<file path="config.mk">
export PLATFORM = sky130hd
export DESIGN_NAME = exu_lsu
export DESIGN_NICKNAME = d
export VERILOG_FILES = /design/src/rtl/exu_lsu_pkg.sv /design/src/rtl/exu_lsu.sv
export SDC_FILE = /design/constraint.sdc
export NUM_CORES = 1
export LEC_CHECK = 0
export CORE_MARGIN = 2
export CORE_UTILIZATION = 38
export DETAILED_ROUTE_END_ITERATION = 10
export GPL_TIMING_DRIVEN = 0
export PLACE_DENSITY = 0.89
export SLEW_MARGIN = 0
export SYNTH_ARGS = -nofsm -noshare
export SYNTH_HDL_FRONTEND = slang
export SYNTH_SLANG_ARGS = --single-unit
</file>
<file path="constraint.sdc">
create_clock -name clk -period 2 [get_ports clk]
set_input_delay 0.5 -clock clk [delete_from_list [all_inputs] [get_ports clk]]
set_output_delay 0.5 -clock clk [all_outputs]
set_load 0.005 [all_outputs]
</file>
<file path="src/rtl/exu_lsu_pkg.sv">
// Shared types and helpers for the EXU load/store unit: FSM state encoding,
// default timeout width and small decode functions.
package exu_lsu_pkg;

  typedef enum logic [2:0] {
    LSU_IDLE = 3'd0,
    LSU_CMD  = 3'd1,
    LSU_RSP  = 3'd2,
    LSU_NOP  = 3'd3,
    LSU_ERR  = 3'd4
  } lsu_state_e;

  localparam int LSU_TMO_W_DEF = 8;

  // Exactly one of load / store is requested.
  function automatic logic op_legal(input logic ren, input logic [3:0] wen);
    return ren ^ (wen != 4'b0000);
  endfunction

  // Byte address to word-aligned address.
  function automatic logic [31:0] word_adr(input logic [31:0] adr);
    return adr & 32'hFFFF_FFFC;
  endfunction

endpackage

</file>
<file path="src/rtl/exu_lsu.sv">
// Load/store unit: captures one EXU memory op, issues it on a valid/ready
// command/response bus and returns the result with a one-cycle ready pulse.
module exu_lsu
  import exu_lsu_pkg::*;
#(
  parameter int TMO_W = LSU_TMO_W_DEF
) (
  input  logic        clk,
  input  logic        rst_n,
  input  logic        hs_ex4ls_val,
  output logic        hs_ls4ex_rdy,
  input  logic [31:0] i_ls_adr,
  input  logic [31:0] i_ls_wdat,
  input  logic [3:0]  i_ls_wen,
  input  logic        i_ls_ren,
  output logic [31:0] o_ls_rdat,
  output logic        o_ls_err,
  output logic        o_bus_cmd_val,
  input  logic        i_bus_cmd_rdy,
  output logic [31:0] o_bus_cmd_adr,
  output logic        o_bus_cmd_read,
  output logic [31:0] o_bus_cmd_wdat,
  output logic [3:0]  o_bus_cmd_wmsk,
  input  logic        i_bus_rsp_val,
  output logic        o_bus_rsp_rdy,
  input  logic [31:0] i_bus_rsp_rdat,
  input  logic        i_bus_rsp_err
);

  localparam logic [TMO_W-1:0] TMO_MAX  = {TMO_W{1'b1}};
  localparam logic [TMO_W-1:0] TMO_LAST = {{(TMO_W-1){1'b1}}, 1'b0};
  localparam logic [TMO_W-1:0] TMO_ONE  = {{(TMO_W-1){1'b0}}, 1'b1};

  lsu_state_e       state_r;
  lsu_state_e       state_nxt_s;
  logic [31:0]      adr_r;
  logic [31:0]      wdat_r;
  logic [3:0]       wen_r;
  logic             ren_r;
  logic [TMO_W-1:0] tmo_cnt_r;
  logic             tmo_hit_s;
  logic             capture_s;
  logic             rsp_done_s;

  assign capture_s  = (state_r == LSU_IDLE) && hs_ex4ls_val;
  // Once the counter has reached its last step any cycle without the exiting
  // handshake aborts; a command accepted at that step still gets one RSP cycle.
  assign tmo_hit_s  = (tmo_cnt_r >= TMO_LAST);
  assign rsp_done_s = (state_r == LSU_RSP) && i_bus_rsp_val;

  // State register.
  always_ff @(posedge clk or negedge rst_n) begin
    if (!rst_n) begin
      state_r <= LSU_IDLE;
    end else begin
      state_r <= state_nxt_s;
    end
  end

  // Next-state decode.
  always_comb begin
    state_nxt_s = state_r;
    case (state_r)
      LSU_IDLE: begin
        if (!hs_ex4ls_val) begin
          state_nxt_s = LSU_IDLE;
        end else if (op_legal(i_ls_ren, i_ls_wen)) begin
          state_nxt_s = LSU_CMD;
        end else if (i_ls_ren) begin
          state_nxt_s = LSU_ERR;
        end else begin
          state_nxt_s = LSU_NOP;
        end
      end
      LSU_CMD: begin
        if (i_bus_cmd_rdy) begin
          state_nxt_s = LSU_RSP;
        end else if (tmo_hit_s) begin
          state_nxt_s = LSU_ERR;
        end else begin
          state_nxt_s = LSU_CMD;
        end
      end
      LSU_RSP: begin
        if (i_bus_rsp_val) begin
          state_nxt_s = LSU_IDLE;
        end else if (tmo_hit_s) begin
          state_nxt_s = LSU_ERR;
        end else begin
          state_nxt_s = LSU_RSP;
        end
      end
      LSU_NOP: state_nxt_s = LSU_IDLE;
      LSU_ERR: state_nxt_s = LSU_IDLE;
      default: state_nxt_s = LSU_IDLE;
    endcase
  end

  // Request capture; the bank only loads in IDLE so EXU inputs are ignored while busy.
  always_ff @(posedge clk or negedge rst_n) begin
    if (!rst_n) begin
      adr_r  <= 32'h0000_0000;
      wdat_r <= 32'h0000_0000;
      wen_r  <= 4'b0000;
      ren_r  <= 1'b0;
    end else if (capture_s) begin
      adr_r  <= i_ls_adr;
      wdat_r <= i_ls_wdat;
      wen_r  <= i_ls_wen;
      ren_r  <= i_ls_ren;
    end else begin
      adr_r  <= adr_r;
      wdat_r <= wdat_r;
      wen_r  <= wen_r;
      ren_r  <= ren_r;
    end
  end

  // Saturating timeout counter over the CMD+RSP window.
  always_ff @(posedge clk or negedge rst_n) begin
    if (!rst_n) begin
      tmo_cnt_r <= {TMO_W{1'b0}};
    end else if (capture_s) begin
      tmo_cnt_r <= {TMO_W{1'b0}};
    end else if (((state_r == LSU_CMD) || (state_r == LSU_RSP)) && (tmo_cnt_r != TMO_MAX)) begin
      tmo_cnt_r <= tmo_cnt_r + TMO_ONE;
    end else begin
      tmo_cnt_r <= tmo_cnt_r;
    end
  end

  assign o_bus_cmd_val  = (state_r == LSU_CMD);
  assign o_bus_cmd_adr  = word_adr(adr_r);
  assign o_bus_cmd_read = ren_r;
  assign o_bus_cmd_wdat = wdat_r;
  assign o_bus_cmd_wmsk = ren_r ? 4'b0000 : wen_r;
  assign o_bus_rsp_rdy  = (state_r == LSU_RSP);

  // Completion is combinational on the response so the minimum latency is two cycles.
  assign hs_ls4ex_rdy = rsp_done_s || (state_r == LSU_NOP) || (state_r == LSU_ERR);
  assign o_ls_rdat    = (rsp_done_s && ren_r) ? i_bus_rsp_rdat : 32'h0000_0000;
  assign o_ls_err     = (state_r == LSU_ERR) || (rsp_done_s && i_bus_rsp_err);

endmodule

</file>
==> impl_metrics.tcl, run 1 <==
set metrics [dict create \
    status "finished with violations" \
    violations "negative setup slack" \
    rsz0062_at_grt "yes" \
    grt_max_degree 49 \
    fin_area_sq_um 6312 \
    tritoncts "yes" \
    drc 0 \
    ys.flop_type "dfrtp_1" \
    worstPathMaxFanout 6 \
    vias 3727 \
    die_x_um 100.3 \
    syn_inst 397 \
    timing.final.hold_violations 0 \
    area_growth_pct 79.15 \
    antenna_found_initial 0 \
    fin_ws_ns -0.3507 \
    vias_per_cell 4.910 \
    yosysWarnings 0 \
    netlist_area_sq_um 3523 \
    io-pin-count 212 \
    cts_buffers 9 \
    synth_edf_count 0 \
    insertion_delay_ns 0.36 \
    synth.distinct_cells 39 \
    slew_headroom 0.6294 \
    ir_drop_uv 735.8 \
    clkTransAtPathRegs_ns 0.09 \
    skew_ns 0.01883 \
    yosysTopAreaCell "dfrtp_1" \
    finalCoreUtilization 0.6930 \
    mostFrequentLayoutCell "nand2_1" \
    layout_common_cells "nand2_1 (209), clkdlybuf4s50_1 (165), dfrtp_1 (77)" \
    ys_ff_latch 78 \
    critical_path_class "flip-flop to output port" \
    dpl_cell_area_sq_um 5763 \
    rows 35 \
    arrival_ns 1.85 \
    yosysTopAreaCellShare 0.5540 \
    gp_congestion 0.7986 \
    start_util 0.3868 \
    dpl.hpwl_um 8674 \
    drt_pass1_iterations 4 \
    drt_wl_total_um 13120 \
    first_iter_violations 127 \
    io_buffers 207 \
    cts_root_buf "clkbuf_8" \
    fmax_mhz 425.4 \
    final_net_count 752 \
    post-route-min-period_ns 2.351 \
    cts_buffer_depth 2 \
    coreArea_sq_um 9109 \
    grt-ovfl-total 0 \
    start_kind "flip-flop" \
    maxCapViolCount 0 \
    worstSetupEndpointType "output port" \
    dieArea_sq_um 10060 \
    hp-class "primary input to asynchronous set/reset pin" \
    clock_sinks 78 \
    ys_seq_area_frac 0.5540 \
    cts_max_level 3 \
    final.period_utilization 1.175 \
    slew_violations 0 \
    synthTopCellsByArea "dfrtp_1 (55%), nand2_1 (22%), and2_1 (5.7%)" \
    syn_avg_cell_area_sq_um 8.875 \
    p_leak_uw 0.003130 \
    postRouteAntennaNets 0 \
    final_layout_size_suffix_gt1_frac 0.1991 \
    synth-async-reset-ratio 1.000 \
    die_height_um 100.3 \
    grt_pass1_wl_um 19300 \
    wire_per_inst_um 17.29 \
    antenna-diode-count 0 \
    grt_pass1_vias 3867 \
    power-per-cell-area_nw_per_um2 1087 \
    grt_usage 0.2476 \
    r2r_cells 5 \
    worst_pin_slew_ns 0.5547 \
    setup_viol_count_final 33 \
    cp.required_ns 1.50 \
]
-- synth_stat cells, types with 2 or more instances --
cell / count
nand2_1: 209
dfrtp_1: 78
and2_1: 32
clkbuf_1: 10
buf_6: 8
nor2_1: 6
nor2b_1: 5
mux2i_1: 4
a21oi_1: 3
and4b_1: 3
buf_4: 3
nand3_1: 3
buf_2: 2
ha_1: 2
inv_1: 2
nand2b_1: 2
nor3_1: 2
nor3b_1: 2
-- state kept, by name, summed over array words and instances, names as in the netlist --
name            flops
tmo_cnt_r           8
o_bus_cmd_read      1
state_r             3
o_bus_cmd_wdat     32
wen_r               4
adr_r              30
-- through the flow --
stage / hold WS, ns / setup TNS [ns] / worst slack, ns / instances / power [uW]
after floorplan: 0.2044 / 0 / 0.2099 / 398 / 3609
after global routing: 0.1069 / -10.41 / -0.3776 / 759 / 7303
after detailed placement: 0.4595 / -37.22 / -0.7965 / 717 / 5486
final: 0.07896 / -9.063 / -0.3507 / 759 / 6859
after CTS: 0.08879 / -10.24 / -0.4040 / 753 / 6814
after global placement: 0.4506 / -206.28 / -2.189 / 716 / 5371
-- per-layer routing --
layer,vias to the layer above,wire [um],global-route usage
met1,1749,4674,0.2545
met4,0,531,0.1254
li1,1733,-,-
met5,-,0,0
met2,201,6494,0.4393
met3,44,1422,0.09262
-- layout make-up --
class,count,area [sq um]
inverters,2,7.507
clock buffers,9,123.9
fillers,675,2796
plain buffers,20,166.4
repair buffers,237,2345
multi-input cells,295,1498
clock inverters,7,80.08
flip-flops and latches,78,1953
well taps,111,138.9
-- timing repair --
action                                  CTS  global route
endpoints found under the setup margin   39            87
gates resized for setup                 218            15
cloned                                    3             0
setup buffers                            17            11
hold buffers                              0             0
pin swaps                                30             4
-- path summary, 6_finish.rpt --
check | slack (ns) | to | start
worst max-delay path | -0.35 | o_ls_rdat[12] | state_r[0]
worst min-delay path | 0.08 | adr_r[6] | rst_n
worst max register to register | 0.12 | tmo_cnt_r[6] | tmo_cnt_r[1]
worst min register to register | 0.48 | adr_r[31] | adr_r[31]
max in group asynchronous | 1.32 | o_bus_cmd_read | rst_n
min in group clk | 0.48 | adr_r[31] | adr_r[31]
-- where the power goes --
group	internal (uW)	switching, uW
combinational	1780	1260
clock	594	638
sequential	2210	376
-- worst max-delay path, cell delays in order (launching register included) --
cell and delay, ns:
dfrtp_1 0.39, buf_6 0.13, and4b_4 0.39, buf_4 0.14
buf_6 0.10, clkbuf_8 0.13, and2_1 0.12, buf_2 0.12
-- kinds of logic (layout without fill, tap and decap cells) --
| kind of cell | Yosys count | in the layout | synth area share |
|---|---|---|---|
| AO/OA/AOI/OAI | 15 | 15 | 0.03729 |
| flip-flops | 78 | 78 | 0.5540 |
| buffers and inverters | 25 | 275 | 0.04759 |
| XOR/XNOR | 1 | 1 | 0.002486 |
| adder cells (fa/ha/maj) | 2 | 2 | 0.007101 |
| multiplexers | 4 | 4 | 0.01136 |
| AND/OR/NAND/NOR | 271 | 271 | 0.3391 |
| other | 1 | 2 | 0.001064 |
Note: power is estimated with default switching activity, not from simulation.
==> run 2: changes to the inputs <==
==> constraint.sdc (replaced) <==
create_clock -name clk -period 2 [get_ports clk]
set_input_delay 0.2 -clock clk [delete_from_list [all_inputs] [get_ports clk]]
set_output_delay 0.2 -clock clk [all_outputs]
set_load 0.005 [all_outputs]
==> impl_metrics.tcl, run 2 (synthesis gave the netlist of run 1 again) <==
set metrics [dict create \
    status "finished, final reports clean" \
    worst_pin_slew_ns 0.5360 \
    drc 0 \
    dpl.hpwl_um 8674 \
    p_leak_uw 0.003062 \
    cts_root_buf "clkbuf_8" \
    grt_max_degree 49 \
    slew_violations 0 \
    dpl_cell_area_sq_um 5763 \
    coreArea_sq_um 9109 \
    setup_viol_count_final 0 \
    grt_usage 0.2384 \
    maxCapViolCount 0 \
    first_iter_violations 142 \
    gp_congestion 0.7986 \
    largest_reg_flops 32 \
    grt_pass1_wl_um 18510 \
    fmax_mhz 504.5 \
    arrival_ns 1.78 \
    cp.required_ns 1.80 \
    rows 35 \
    cts_buffer_depth 2 \
    io-pin-count 212 \
    insertion_delay_ns 0.35 \
    dieArea_sq_um 10060 \
    worstPathMaxFanout 7 \
    tritoncts "yes" \
    clock_sinks 78 \
    critical_path.startpoint "state_r[0]" \
    die_height_um 100.3 \
    skew_ns 0.01726 \
    mostFrequentLayoutCell "nand2_1" \
    final_layout_size_suffix_gt1_frac 0.1721 \
    r2r-start "tmo_cnt_r[1]" \
    area_growth_pct 75.96 \
    power-per-cell-area_nw_per_um2 1092 \
    antenna_found_initial 0 \
    drt_pass1_iterations 4 \
    slew_headroom 0.6419 \
    grt_pass1_vias 3747 \
    worstSetupEndpointType "output port" \
    fin_ws_ns 0.01794 \
    hp-class "primary input to asynchronous set/reset pin" \
    drt_wl_total_um 12160 \
    finalCoreUtilization 0.6806 \
    post-route-min-period_ns 1.982 \
    start_kind "flip-flop" \
    antenna-diode-count 0 \
    fillers 690 \
    postRouteAntennaNets 0 \
    final_net_count 743 \
    vias_per_cell 4.824 \
    cts_max_level 3 \
    timing.final.hold_violations 0 \
    io_buffers 207 \
    rsz0062_at_grt "yes" \
    vias 3618 \
    critical_path_class "flip-flop to output port" \
    fin_area_sq_um 6200 \
    clkTransAtPathRegs_ns 0.09 \
    whs_ns 0.3366 \
    final.period_utilization 0.9910 \
    wire_per_inst_um 16.22 \
    grt-ovfl-total 0 \
    cts_buffers 9 \
    ir_drop_uv 739.6 \
    die_x_um 100.3 \
    layout_common_cells "nand2_1 (209), clkdlybuf4s50_1 (170), dfrtp_1 (77)" \
    start_util 0.3868 \
    post-place-ws_ns -0.2543 \
]
-- run 2: cell count changes in the layout (fill, tap and decap cells not counted), moves of 3 or more --
cell,previous run,this run
buf_2,15,12
buf_4,15,9
buf_6,43,37
clkdlybuf4s50_1,165,170
-- run 2: metal layers --
| metal | vias up | global-route usage | routed length, um |
|---|---|---|---|
| met1 | 1701 | 0.2491 | 4437 |
| met2 | 177 | 0.4388 | 6312 |
| met5 | - | 0 | 0 |
| li1 | 1716 | - | - |
| met4 | 0 | 0.09484 | 295 |
| met3 | 24 | 0.07869 | 1117 |
-- run 2: final timing paths --
kind | to | slack (ns) | cells after the start
max in group asynchronous | o_bus_cmd_read | 1.06 | 3
worst min register to register | adr_r[31] | 0.48 | 2
worst max register to register | tmo_cnt_r[6] | 0.15 | 5
worst max-delay path | o_ls_rdat[30] | 0.02 | 6
min in group clk | adr_r[23] | 0.36 | 3
worst min-delay path | adr_r[6] | 0.34 | 2
-- run 2: power breakdown --
part | switching, uW | internal [uW]
Clock | 634 | 595
Sequential | 389 | 2210
Combinational | 1200 | 1750
-- run 2: stage by stage --
step,setup TNS (ns),cells,total power [uW]
after global placement,-151.68,716,5371
after CTS,-1.173,752,6801
after floorplan,0,398,3609
final,0,750,6771
after global routing,-0.1016,750,7221
after detailed placement,-6.530,717,5486
-- run 2: final cells by class --
cell class | count | area, sq um | share of cell area
Tap cell | 111 | 138.9 | 0.02240
Multi-Input combinational cell | 295 | 1474 | 0.2377
Timing Repair Buffer | 229 | 2271 | 0.3663
Buffer | 19 | 151.4 | 0.02442
Sequential cell | 78 | 1953 | 0.3150
Clock buffer | 9 | 123.9 | 0.01998
Clock inverter | 7 | 80.08 | 0.01292
Inverter | 2 | 7.507 | 0.001211
-- run 2: timing repair --
| action | CTS | global route |
|---|---|---|
| resized for setup | 191 | 6 |
| cloned | 3 | 0 |
| setup endpoints to repair | 34 | 78 |
| setup buffers | 15 | 4 |
| pin swaps | 22 | 2 |
| hold endpoints to repair | 30 | 0 |
| hold buffers | 1 | 0 |
-- run 2: worst max-delay path, cell delays in order, from the launching register on --
cell and delay, ns:
dfrtp_1 0.38, buf_6 0.12, and4b_4 0.42, clkbuf_8 0.17, buf_6 0.10, and2_4 0.15, buf_2 0.11
